--- src/rtl/alu_flags_seq.sv ---
// alu_flags_seq: registered ALU with status flags, accumulator and a shift-add multiplier.
//
// Ports:
//   clk, rst_n              clock, asynchronous active-low reset
//   in_valid / in_ready     operand handshake; a (or acc), b and op captured on accept
//   a, b [WIDTH]            operands
//   op [3]                  000 ADD, 001 SUB, 010 AND, 011 OR, 100 XOR, 101 SHL, 110 SHR, 111 MUL
//   use_acc                 use the accumulator in place of a
//   out_valid / out_ready   result handshake; result and flags hold while not taken
//   result [WIDTH]          registered result
//   carry, zero, negative, overflow  registered flags for result
//   sticky_ovf, clr_sticky  sticky overflow flag and its clear
//   acc [WIDTH]             accumulator, last loaded result
module alu_flags_seq #(
  parameter int unsigned WIDTH = 5
) (
  input  logic             clk,
  input  logic             rst_n,
  input  logic             in_valid,
  output logic             in_ready,
  input  logic [WIDTH-1:0] a,
  input  logic [WIDTH-1:0] b,
  input  logic [2:0]       op,
  input  logic             use_acc,
  output logic             out_valid,
  input  logic             out_ready,
  output logic [WIDTH-1:0] result,
  output logic             carry,
  output logic             zero,
  output logic             negative,
  output logic             overflow,
  output logic             sticky_ovf,
  input  logic             clr_sticky,
  output logic [WIDTH-1:0] acc
);

  localparam int unsigned CntW = (WIDTH > 2) ? $clog2(WIDTH) : 1;
  localparam logic [2:0] OpMul = 3'b111;

  typedef enum logic [0:0] {StIdle, StMul} state_e;

  state_e               state_q;
  logic [CntW-1:0]      cnt_q;
  logic [2*WIDTH-1:0]   prod_q;
  logic [2*WIDTH-1:0]   mcand_q;
  logic [WIDTH-1:0]     mplier_q;

  logic [WIDTH-1:0]     opa;
  logic                 accept;
  logic [WIDTH:0]       add_w;
  logic [WIDTH:0]       sub_w;
  logic [WIDTH-1:0]     alu_res;
  logic                 alu_c;
  logic                 alu_v;
  logic [2*WIDTH-1:0]   mul_sum;
  logic                 mul_last;
  logic                 mul_hi_nz;
  logic                 load;
  logic [WIDTH-1:0]     load_res;
  logic                 load_c;
  logic                 load_v;

  assign in_ready = (state_q == StIdle) && (!out_valid || out_ready);
  assign accept   = in_valid && in_ready;
  assign opa      = use_acc ? acc : a;

  assign add_w = {1'b0, opa} + {1'b0, b};
  // Top bit of the widened difference is the borrow (opa < b unsigned).
  assign sub_w = {1'b0, opa} - {1'b0, b};

  always_comb begin
    alu_res = '0;
    alu_c   = 1'b0;
    alu_v   = 1'b0;
    case (op)
      3'b000: begin
        alu_res = add_w[WIDTH-1:0];
        alu_c   = add_w[WIDTH];
        alu_v   = (opa[WIDTH-1] == b[WIDTH-1]) && (alu_res[WIDTH-1] != opa[WIDTH-1]);
      end
      3'b001: begin
        alu_res = sub_w[WIDTH-1:0];
        alu_c   = sub_w[WIDTH];
        alu_v   = (opa[WIDTH-1] != b[WIDTH-1]) && (alu_res[WIDTH-1] != opa[WIDTH-1]);
      end
      3'b010: alu_res = opa & b;
      3'b011: alu_res = opa | b;
      3'b100: alu_res = opa ^ b;
      3'b101: begin
        alu_res = {opa[WIDTH-2:0], 1'b0};
        alu_c   = opa[WIDTH-1];
      end
      3'b110: begin
        alu_res = {1'b0, opa[WIDTH-1:1]};
        alu_c   = opa[0];
      end
      default: ;
    endcase
  end

  // One multiplier bit per cycle; the final partial sum is the full product.
  assign mul_sum   = prod_q + (mplier_q[0] ? mcand_q : '0);
  assign mul_last  = (cnt_q == CntW'(WIDTH - 1));
  assign mul_hi_nz = |mul_sum[2*WIDTH-1:WIDTH];

  always_comb begin
    load     = 1'b0;
    load_res = alu_res;
    load_c   = alu_c;
    load_v   = alu_v;
    if (state_q == StMul) begin
      load     = mul_last;
      load_res = mul_sum[WIDTH-1:0];
      load_c   = mul_hi_nz;
      load_v   = mul_hi_nz;
    end else begin
      load = accept && (op != OpMul);
    end
  end

  always_ff @(posedge clk or negedge rst_n) begin
    if (!rst_n) begin
      state_q    <= StIdle;
      cnt_q      <= '0;
      prod_q     <= '0;
      mcand_q    <= '0;
      mplier_q   <= '0;
      out_valid  <= 1'b0;
      result     <= '0;
      carry      <= 1'b0;
      zero       <= 1'b0;
      negative   <= 1'b0;
      overflow   <= 1'b0;
      sticky_ovf <= 1'b0;
      acc        <= '0;
    end else begin
      unique case (state_q)
        StIdle: begin
          if (accept && (op == OpMul)) begin
            state_q  <= StMul;
            cnt_q    <= '0;
            prod_q   <= '0;
            mcand_q  <= {{WIDTH{1'b0}}, opa};
            mplier_q <= b;
          end
        end
        StMul: begin
          prod_q   <= mul_sum;
          mcand_q  <= mcand_q << 1;
          mplier_q <= mplier_q >> 1;
          cnt_q    <= cnt_q + CntW'(1);
          if (mul_last) begin
            state_q <= StIdle;
            cnt_q   <= '0;
          end
        end
        default: state_q <= StIdle;
      endcase

      if (load) begin
        out_valid <= 1'b1;
        result    <= load_res;
        carry     <= load_c;
        zero      <= (load_res == '0);
        negative  <= load_res[WIDTH-1];
        overflow  <= load_v;
        acc       <= load_res;
      end else if (out_ready) begin
        out_valid <= 1'b0;
      end

      // An overflowing load beats a coincident clear.
      if (load && load_v) begin
        sticky_ovf <= 1'b1;
      end else if (clr_sticky) begin
        sticky_ovf <= 1'b0;
      end
    end
  end

endmodule

--- config.mk ---
export PLATFORM = sky130hd
export DESIGN_NAME = alu_flags_seq
export DESIGN_NICKNAME = d
export VERILOG_FILES = /design/src/rtl/alu_flags_seq.sv
export SDC_FILE = /design/constraint.sdc
export NUM_CORES = 1
export LEC_CHECK = 0
export ABC_CLOCK_PERIOD_IN_PS = 3550
export BUFFER_PORTS_ARGS = -buffer_cell sky130_fd_sc_hd__buf_2
export CAP_MARGIN = 30
export CORE_MARGIN = 5
export CORE_UTILIZATION = 30
export CTS_CLUSTER_DIAMETER = 100
export CTS_CLUSTER_SIZE = 16
export DETAILED_ROUTE_END_ITERATION = 10
export GPL_TIMING_DRIVEN = 0
export HOLD_SLACK_MARGIN = 0.03
export PLACE_DENSITY = 0.5
export SETUP_SLACK_MARGIN = 0.15
export SLEW_MARGIN = 20
export SYNTH_ARGS = -nofsm -noshare
export SYNTH_HDL_FRONTEND = slang
export SYNTH_SLANG_ARGS = --single-unit
--- constraint.sdc ---
create_clock -name clk -period 3.55 [get_ports clk]
set_input_delay 0.355 -clock clk [delete_from_list [all_inputs] [get_ports clk]]
set_output_delay 0.355 -clock clk [all_outputs]
set_load 0.01 [all_outputs]
==> summary.md, run 1 <==
| Metric | Value |
|---|---|
| Min-delay src | clr_sticky |
| Detailed Place HPWL | 6990 um |
| CP cell instances | clkbuf_1 -> and2_1 -> ha_1 -> inv_1 -> fa_1 -> nor2b_1 -> o21a_1 -> o2111ai_1 -> a22o_1 -> o41ai_2 -> nand3_1 |
| # port buffers | 33 |
| Yosys reg bits | 39 |
| Clk slew on worst S/H paths | 0.08 ns |
| Max-slew violations | 0 |
| Synth top area share | 30.4% |
| Clk buf depth | 2 |
| Multi-input gate area | 0.00198 mm2 |
| # DRC | 0 |
| Vias in the first global route | 2877 |
| Fin. Hold Viols | 0 |
| Leak pwr | 1.72 nW |
| YS warnings | 0 |
| Max stage delay on crit path | 0.41 ns |
| Initial Util | 30.9% |
| Io pins | 36 |
| CTS-repair resized insts | 0 |
| Crit share post-route | 85.8% |
| Status | finished, final reports clean |
| DR WL met3 | 281 um |
| Slowest CP cell | fa_1 |
| CP top delay family | compound AO/OA/AOI/OAI gates |
| Routed WL | 8990 um |
| Congestion Overflow GR | 0 |
| Peak VDD IR | 0.290 mV |
| TritonCTS Buffers | 5 |
| Global-route wire length before repair | 14800 um |
| Die ar. | 0.0129 mm2 |
| Antenna cells | 0 |
| Setup TNS | 0 ns |
| Share of layout cells above drive strength 1 | 16.7% |
| H-tree depth | 2 |
| GRT Total Usage | 14.2% |
| Combinational fraction of design power | 62.7% |
| Max_cap viols | 0 |
| Post-Syn Nets | 432 |
| Avg Inst Size Synth | 8.41 um2 |
| Clock power frac | 12.4% |
| WHS Path Cells | 3 |
| Drt wl/cell | 16.0 um |
| Critical setup path kind | reg2reg |
| Critical path capture point type | register |
| Drt pass-1 iters | 5 |
| Cell Area, Synth | 0.00321 mm2 |
| Sw Ratio | 47.0% |
| Detailed-route vias per instance | 5.15 |
| Clk_lat worst skew | 0.29 ns |
| Critical R2R Launch | mplier_q[0] |
| Initial antenna violation count | 0 |
| Final Wtd Congestion | 0.918 |
| Pin count of the biggest net entering global routing | 40 |
| Worst Path Buf+Inv | 2 |
| Worst Max-Slew Pin Slew | 0.856 ns |
| Core ar. | 0.0104 mm2 |
| End of the worst register-to-register path | carry |
| Slew HR | 41.3% |
| Dominant cells by area after synthesis | dfrtp_1 30%, ha_1 11%, nand2_1 5.3%, o21ai_0 4.1%, nor2_1 3.6% |
| Via total after detailed routing | 2886 |
| Final Setup Violations | 0 |
| Die H | 113 um |
| Final ANT Viol Nets | 0 |
| Crit path from | mplier_q[0] |
| Worst hold path endpoint | sticky_ovf |
| Post-synthesis instance total | 381 |
| Commonest cells post-synth | 45 x nand2_1, 39 x dfrtp_1, 31 x nor2_1 |
| Area Growth Syn to Fin | 15.1% |
| Worst R2R Setup Slack | 0.50 ns |
| Top-count cell post-synth | nand2_1 |
| CP max FO | 10 |
| Startpoint Class | register |
| Sequential group share of total power | 24.9% |
| RSZ-0062 raised after global routing | no |
| Data required, critical path | 3.70 ns |
| Psw | 0.00150 W |
| F_max | 0.328 GHz |
| Primary FF master, synth | dfrtp_1 |
| Root Buffer | clkbuf_8 |
| Post-synth top area cell | dfrtp_1 |
| Distinct cells, synth | 60 |
| Iteration-0 DRC count of the detailed router | 92 |
| Rows | 37 |
| Clock sink total | 39 |
| Worst path arrival time | 3.20 ns |
| PD cells | 865 mW/mm2 |
| Register area | 976 um2 |
| Die W | 113 um |
| FILL cells | 1140 |
| Worst r2r path cells | 11 |
| DR WL met2 | 4420 um |
| Post-synthesis sequential area ratio | 30.4% |
| Final net count | 474 |
| Number of flops mapped to enable cells by yosys | 0 |
| Hold Crit Class | in2reg |
| Tmin final | 3.05 ns |
| Met1 WL | 4160 um |
| Top sig layer | met4 |
| CTS tree | built |
| Internal power | 0.00169 W |
| Fin Hold WS | 0.324 ns |
| Max Clock Skew | 0.00130 ns |
| Fraction of registers with async set/reset | 100% |
## worst max path at each step
| stage | to | slack (ns) | cells after the start |
|---|---|---|---|
| floorplan | zero | 0.89 | 12 |
| global placement | carry | 0.48 | 11 |
| detailed placement | sticky_ovf | 0.48 | 11 |
| CTS | carry | 0.46 | 11 |
| global route | sticky_ovf | 0.16 | 11 |
| finish | carry | 0.50 | 11 |
## per-layer routing
metal,up-vias,GRT usage (%)
li1,1415,-
met1,1400,19.5
met2,59,24.0
met3,12,1.54
met4,0,3.37
met5,-,0
## power groups by stage
stage                     combinational (W)  sequential, W  clock [W]
final                               0.00200       0.000796   0.000395
after global placement              0.00197       0.000797          0
after global routing                0.00224       0.000830   0.000429
after detailed placement            0.00199       0.000805          0
after CTS                           0.00201       0.000796   0.000408
after floorplan                     0.00145       0.000795          0
## through the flow
stage | instances | setup WS (ns) | area [um2] | util (%) | power [W]
2_1_floorplan | 381 | 0.886 | 3210 | - | 0.00225
3_3_place_gp | 550 | 0.479 | 3540 | 34.1 | 0.00277
3_5_place_dp | 550 | 0.481 | 3540 | 34.1 | 0.00279
4_1_cts | 558 | 0.464 | 3660 | 35.3 | 0.00321
5_1_grt | 560 | 0.161 | 3690 | 35.6 | 0.00349
6_report | 560 | 0.503 | 3690 | 35.6 | 0.00319
## worst reg2reg max path, delay by kind of cell, from the launching register on
family / cells / cell delay, ns
buffers and inverters: 2 / 0.39
and+or+nand+nor: 3 / 0.53
adders and majority gates: 2 / 0.59
AOI/OAI and AO/OA: 4 / 1.02
DFF: 1 / 0.38
## repair_timing
action,CTS,global route
buffers inserted,0,0
endpoints found under the hold margin,0,12
hold buffers,0,1
## state kept, by name, summed over array words and instances, names as in the netlist
name and flops:
zero 1, out_valid 1, cnt_q 3, sticky_ovf 1, negative 1, overflow 1, prod_q 10, state_q 1
carry 1, acc 4, mcand_q 10, mplier_q 5
## cell type report
type,count,share of cell area (%)
buffer,27,3.93
clock buffer,6,2.24
clock inverter,2,0.950
inverter,27,2.75
multi-input combinational,288,53.8
sequential,39,26.5
tap,136,4.61
timing repair buffer,35,5.29
## kinds of logic after synthesis
group                    after synthesis  share of synthesized area (%)
AND/OR/NAND/NOR                      136                           20.3
AO/OA/AOI/OAI                        101                           22.2
XOR/XNOR                              10                           2.73
adder cells (fa/ha/maj)               32                           13.2
multiplexers                           9                           3.47
flip-flops                            39                           30.4
buffers and inverters                 54                           7.69
## cell usage in the layout (no fill, tap or decap), types with 2 or more instances in the layout
master / instances
o221ai_1: 4
buf_4: 7
a22o_1: 2
mux2i_2: 2
nand2_1: 45
xnor2_1: 7
buf_2: 40
a21oi_1: 16
dfrtp_1: 39
a22oi_1: 4
o211ai_1: 3
a31oi_2: 2
o2111ai_1: 2
a221oi_1: 4
nor2b_1: 8
o22ai_1: 7
o31ai_1: 3
inv_1: 25
a211o_1: 3
nand3_1: 12
mux2i_1: 5
o21ai_0: 26
a211oi_1: 3
clkbuf_8: 6
o21a_1: 4
ha_1: 29
nand2b_1: 10
fa_1: 3
nor3b_1: 4
nor2_1: 31
a221o_1: 2
clkbuf_1: 10
and2_1: 10
nor3_1: 6
nand4_1: 5
a21o_1: 4
xor2_1: 3
No activity file was read; power rests on OpenSTA's default activity.
==> run 2: changes to the inputs <==
--- a/config.mk
+++ b/config.mk
@@ -9,13 +9,13 @@
 export BUFFER_PORTS_ARGS = -buffer_cell sky130_fd_sc_hd__buf_2
 export CAP_MARGIN = 30
 export CORE_MARGIN = 5
-export CORE_UTILIZATION = 30
+export CORE_UTILIZATION = 59
 export CTS_CLUSTER_DIAMETER = 100
 export CTS_CLUSTER_SIZE = 16
 export DETAILED_ROUTE_END_ITERATION = 10
 export GPL_TIMING_DRIVEN = 0
 export HOLD_SLACK_MARGIN = 0.03
-export PLACE_DENSITY = 0.5
+export PLACE_DENSITY = 0.84
 export SETUP_SLACK_MARGIN = 0.15
 export SLEW_MARGIN = 20
 export SYNTH_ARGS = -nofsm -noshare
==> run 2 against run 1 <==
Effect of this change:
- utilization rose by 34 points
- global-route usage rose by 8.9 points
- clock power fell by 4%
- wire length fell by 9.0%
- register-to-register slack improved by 0.02 ns
- fmax rose by 0.56%
- clock-buffer cell count did not move
- critical endpoint is now zero
- sequential cell count did not move
- combinational power barely moved
==> summary.md, run 2 (same netlist as run 1, synthesis figures left out) <==
| Metric | Value |
|---|---|
| Final Wtd Congestion | 0.910 |
| Drt pass-1 iters | 5 |
| H-tree depth | 2 |
| Setup Buffers After CTS | 0 |
| Max Clock Skew | 0.00899 ns |
| Register area | 976 um2 |
| Multi-input gate area | 0.00198 mm2 |
| Max stage delay on crit path | 0.52 ns |
| Startpoint Class | register |
| Max-slew violations | 0 |
| Total Power | 0.00319 W |
| Crit share post-route | 85.3% |
| Peak VDD IR | 0.360 mV |
| # DRC | 0 |
| Drt wl/cell | 16.5 um |
| TritonCTS Buffers | 5 |
| Share of layout cells above drive strength 1 | 16.7% |
| Clk buf depth | 2 |
| Commonest non-fill, non-tap cell in the layout | nand2_1 |
| # port buffers | 33 |
| Max_cap viols | 0 |
| Slew HR | 43.6% |
| Leak pwr | 1.72 nW |
| Congestion Overflow GR | 0 |
| Hold Crit Class | in2reg |
| Final net count | 474 |
| Hold-fix buffers at CTS | 0 |
| Post-route insts no fill | 494 |
| Clk_lat worst skew | 0.29 ns |
| Die W | 83.7 um |
| Antenna cells | 0 |
| Clock sink total | 39 |
| Die H | 83.7 um |
| Routed WL | 8180 um |
| Largest regs | mcand_q x10, prod_q x10, mplier_q x5 |
| Clk slew on worst S/H paths | 0.08 ns |
| Root Buffer | clkbuf_8 |
| FILL cells | 422 |
| Setup TNS | 0 ns |
| CTS-repair resized insts | 0 |
| Global-route wire length before repair | 13300 um |
| Vias in the first global route | 2857 |
| CP cell instances | clkbuf_1 -> and2_1 -> ha_1 -> inv_1 -> fa_1 -> nor2b_1 -> o21a_1 -> nor3_1 -> nor3b_1 -> a221oi_2 -> a32o_1 |
| PnR worst setup slack | 0.520 ns |
| GRT Total Usage | 23.1% |
| Data required, critical path | 3.73 ns |
| CP max FO | 10 |
| Worst path arrival time | 3.21 ns |
| F_max | 0.330 GHz |
| Initial Util | 61.6% |
| PD cells | 885 mW/mm2 |
| Initial antenna violation count | 0 |
| Tmin final | 3.03 ns |
| Final ANT Viol Nets | 0 |
| Fin Hold WS | 0.336 ns |
| Pin count of the biggest net entering global routing | 40 |
| Core ar. | 0.00520 mm2 |
| Placed cells | 484 |
| Status | finished, final reports clean |
| Detailed Place HPWL | 6250 um |
| Via total after detailed routing | 2970 |
| Critical setup path kind | reg2reg |
| Io pins | 36 |
| Slowest CP cell | nor3b_1 |
| Final Setup Violations | 0 |
| Most frequent cells in the layout | 45 x nand2_1, 40 x buf_2, 39 x dfrtp_1 |
| Iteration-0 DRC count of the detailed router | 236 |
| Fin. Hold Viols | 0 |
| Rows | 26 |
| Die ar. | 0.00701 mm2 |
| DP Worst Slack | 0.533 ns |
| Critical path capture point type | register |
| Worst Max-Slew Pin Slew | 0.823 ns |
| CTS tree | built |
| RSZ-0062 raised after global routing | no |
| Area Growth Syn to Fin | 12.5% |
| Detailed-route vias per instance | 6.01 |
run 2: cell counts in the layout (fill, tap and decap cells not counted):
No cell type changed its count.
run 2: final cells by class:
type,instances,share of cell area (%)
inverters,27,2.81
plain buffers,27,4.02
well taps,70,2.43
multi-input cells,288,55.0
clock buffers,6,2.29
flip-flops and latches,39,27.1
clock inverters,2,0.972
repair buffers,35,5.41
run 2: report_power, final:
group / internal [W] / leakage [nW] / switching (W)
Combinational: 0.000815 / 1.18 / 0.00120
Sequential: 0.000652 / 0.478 / 0.000146
Clock: 0.000227 / 0.0612 / 0.000153
Total: 0.00169 / 1.72 / 0.00150
run 2: worst paths after layout:
kind | depth (start not counted) | slack (ns) | endpoint | from
min in group asynchronous | 2 | 0.42 | mplier_q[3] | rst_n
hold / removal | 3 | 0.34 | sticky_ovf | clr_sticky
max in group asynchronous | 3 | 2.74 | acc[1] | rst_n
hold reg to reg | 2 | 0.50 | sticky_ovf | sticky_ovf
setup reg to reg | 11 | 0.52 | zero | mplier_q[0]
setup / recovery | 11 | 0.52 | zero | mplier_q[0]
run 2: stage by stage:
stage	utilization, %	instance area (um2)
2_1_floorplan	-	3210
3_3_place_gp	66.4	3460
3_5_place_dp	66.4	3460
4_1_cts	68.7	3580
5_1_grt	69.3	3610
6_report	69.3	3610
run 2: per-layer routing:
layer	up-vias	track usage (%)	routed length (um)
met5	-	0	0
met4	0	9.36	173
met3	20	5.13	600
met2	148	38.5	3990
met1	1387	29.0	3410
li1	1415	-	-
run 2: worst max-delay path, delay by kind of cell (launching register included):
| kind | cells | cell delay [ns] |
|---|---|---|
| and+or+nand+nor | 4 | 1.02 |
| AOI/OAI and AO/OA | 3 | 0.61 |
| adders and majority gates | 2 | 0.59 |
| buffers and inverters | 2 | 0.37 |
| DFF | 1 | 0.35 |
==> run 3: changes to the inputs <==
--- a/config.mk
+++ b/config.mk
@@ -5,6 +5,7 @@
 export SDC_FILE = /design/constraint.sdc
 export NUM_CORES = 1
 export LEC_CHECK = 0
+export ABC_AREA = 1
 export ABC_CLOCK_PERIOD_IN_PS = 3550
 export BUFFER_PORTS_ARGS = -buffer_cell sky130_fd_sc_hd__buf_2
 export CAP_MARGIN = 30
@@ -15,6 +16,7 @@
 export DETAILED_ROUTE_END_ITERATION = 10
 export GPL_TIMING_DRIVEN = 0
 export HOLD_SLACK_MARGIN = 0.03
+export MAX_ROUTING_LAYER = met4
 export PLACE_DENSITY = 0.84
 export SETUP_SLACK_MARGIN = 0.15
 export SLEW_MARGIN = 20
==> run 3 against run 2 <==
Effect of this change:
- sequential share of layout area rose by 0.42 points
- combinational power fell by 12%
- via count rose by 7.0%
- wire length fell by 2.3%
- largest power group unchanged
- sequential cell count did not move
- fmax rose by 12%
- cell count rose by 18%
- worst setup slack improved by 0.33 ns
==> summary.md, run 3 <==
| Metric | Value |
|---|---|
| Startpoint Class | register |
| Primary FF master, synth | dfrtp_1 |
| PD cells | 802 mW/mm2 |
| Setup TNS | 0 ns |
| Post-synthesis instance total | 467 |
| Top cell by count, worst path | nand2_1 |
| Pin count of the biggest net entering global routing | 40 |
| Placed inst area | 0.00344 mm2 |
| Dominant cells by area after synthesis | dfrtp_1 31%, nand2_1 15%, ha_1 11%, inv_1 9.2%, nand3_1 6.9% |
| Post-synth top area cell | dfrtp_1 |
| Antenna cells | 0 |
| Clk slew on worst S/H paths | 0.08 ns |
| Hold Crit Class | in2reg |
| Slowest CP cell | dfrtp_1 |
| TritonCTS Buffers | 5 |
| Post-Syn Nets | 518 |
| Initial Util | 61.4% |
| # port buffers | 34 |
| CP cell instances | clkbuf_1 -> nand2_1 -> inv_1 -> ha_1 -> inv_1 -> fa_1 -> inv_1 -> nand2_1 -> nand2_1 -> nand2_1 -> nand3_1 -> nand2_1 -> nor2_1 -> nand3_1 -> nand2_1 -> nand2_1 -> nand2_1 -> nand2_1 |
| Most frequent cells in the layout | 125 x nand2_1, 78 x inv_1, 46 x nor2_1 |
| Max stage delay on crit path | 0.35 ns |
| Critical setup path kind | reg2reg |
| Leak pwr | 2.06 nW |
| Post-synthesis sequential area ratio | 30.7% |
| CP max FO | 10 |
| Hold-fix buffers at CTS | 0 |
| CTS tree | built |
| Final Wtd Congestion | 0.943 |
| Clock sink total | 39 |
| Root Buffer | clkbuf_8 |
| Top-count cell post-synth | nand2_1 |
| Drt wl/cell | 13.7 um |
| # DRC | 0 |
| Commonest cells post-synth | 125 x nand2_1, 78 x inv_1, 46 x nor2_1 |
| Setup Buffers After CTS | 0 |
| Post-Layout Inst Area | 0.00355 mm2 |
| Via total after detailed routing | 3179 |
| Avg Inst Size Synth | 6.81 um2 |
| Iteration-0 DRC count of the detailed router | 271 |
| Max Clock Skew | 0.00494 ns |
| Routed WL | 7990 um |
| Area Growth Syn to Fin | 11.7% |
| Number of flops mapped to enable cells by yosys | 0 |
| YS warnings | 0 |
| Die ar. | 0.00695 mm2 |
| CTS-repair resized insts | 0 |
| Rows | 26 |
| Io pins | 36 |
| Clk buf depth | 2 |
| Vias in the first global route | 3024 |
| Yosys reg bits | 39 |
| Drt pass-1 iters | 5 |
| Clk_lat worst skew | 0.29 ns |
| Tmin final | 2.70 ns |
| FILL cells | 449 |
| Cell Area, Synth | 0.00318 mm2 |
| Final Setup Violations | 0 |
| Distinct cells, synth | 32 |
| Data required, critical path | 3.74 ns |
| Die H | 83.4 um |
| Fraction of registers with async set/reset | 100% |
| Fin. Hold Viols | 0 |
| Largest regs | mcand_q x10, prod_q x10, mplier_q x5 |
| Share of layout cells above drive strength 1 | 12.9% |
| Final net count | 561 |
| RSZ-0062 raised after global routing | no |
| Die W | 83.4 um |
| Congestion Overflow GR | 0 |
| Status | finished, final reports clean |
| Crit share post-route | 76.0% |
| H-tree depth | 2 |
| Max_cap viols | 0 |
| Slew HR | 66.9% |
| Final ANT Viol Nets | 0 |
| F_max | 0.371 GHz |
| Detailed-route vias per instance | 5.47 |
| Core ar. | 0.00517 mm2 |
| Global-route wire length before repair | 13600 um |
| Peak VDD IR | 0.361 mV |
| Worst Max-Slew Pin Slew | 0.491 ns |
| Initial antenna violation count | 0 |
| GRT Total Usage | 24.3% |
| Commonest non-fill, non-tap cell in the layout | nand2_1 |
| Worst path arrival time | 2.88 ns |
| Critical path capture point type | register |
| Max-slew violations | 0 |
| CP top delay family | simple AND/OR/NAND/NOR gates |
| Worst Path Buf+Inv | 4 |
| Synth top area share | 30.7% |
| Detailed Place HPWL | 6310 um |
-- run 3: final timing paths --
path | startpoint | endpoint | slack, ns | cells past startpoint
max | mplier_q[0] | overflow | 0.85 | 18
min | out_ready | out_valid | 0.24 | 2
max reg2reg | mplier_q[0] | overflow | 0.85 | 18
min reg2reg | sticky_ovf | sticky_ovf | 0.48 | 2
max in group asynchronous | rst_n | prod_q[8] | 2.70 | 3
min in group asynchronous | rst_n | acc[2] | 0.43 | 2
-- run 3: kinds of logic after synthesis --
logic type / synth area share [%]
DFF: 30.7
adders and majority gates: 13.3
and+or+nand+nor: 29.8
xor gates and xnor gates: 0.551
buffers and inverters: 12.8
AOI/OAI and AO/OA: 12.9
-- run 3: report_power, final --
group	total (W)	switching, W	internal (W)
clock	0.000299	0.000162	0.000137
sequential	0.000774	0.000128	0.000646
combinational	0.00177	0.00113	0.000647
total	0.00285	0.00142	0.00143
-- run 3: worst reg2reg max path: cells and delay by family, from the launching register on --
| family | cells | cell delay [ns] |
|---|---|---|
| adder cells (fa/ha/maj) | 2 | 0.57 |
| AND/OR/NAND/NOR | 12 | 1.04 |
| buffers and inverters | 4 | 0.61 |
| flip-flops | 1 | 0.35 |
-- run 3: per-layer routing --
metal,up-vias,global-route usage (%),part of all wire [%]
met5,-,-,0
met4,0,8.62,2.3
met3,19,3.37,6.2
met2,137,39.5,48
met1,1450,30.9,44
li1,1573,-,-
-- run 3: layout make-up --
type                            count  area [um2]  share of cell area, %
Timing Repair Buffer               36         200                   5.64
Clock buffer                        6        72.6                   2.04
Multi-Input combinational cell    331        1800                   50.6
Buffer                             18         109                   3.07
Clock inverter                      2        12.5                  0.352
Inverter                           79         297                   8.35
Tap cell                           70        87.6                   2.47
Sequential cell                    39         976                   27.5
-- run 3: metrics by stage --
stage / power, W / utilization (%) / hold slack (ns) / cells / setup WS, ns
floorplan: 0.00205 / - / 0.0594 / 467 / 1.39
global placement: 0.00246 / 66.4 / 0.461 / 571 / 0.942
detailed placement: 0.00253 / 66.4 / 0.461 / 571 / 0.905
CTS: 0.00284 / 68.1 / 0.206 / 579 / 0.860
global route: 0.00314 / 68.7 / 0.264 / 581 / 0.623
finish: 0.00285 / 68.7 / 0.243 / 581 / 0.854
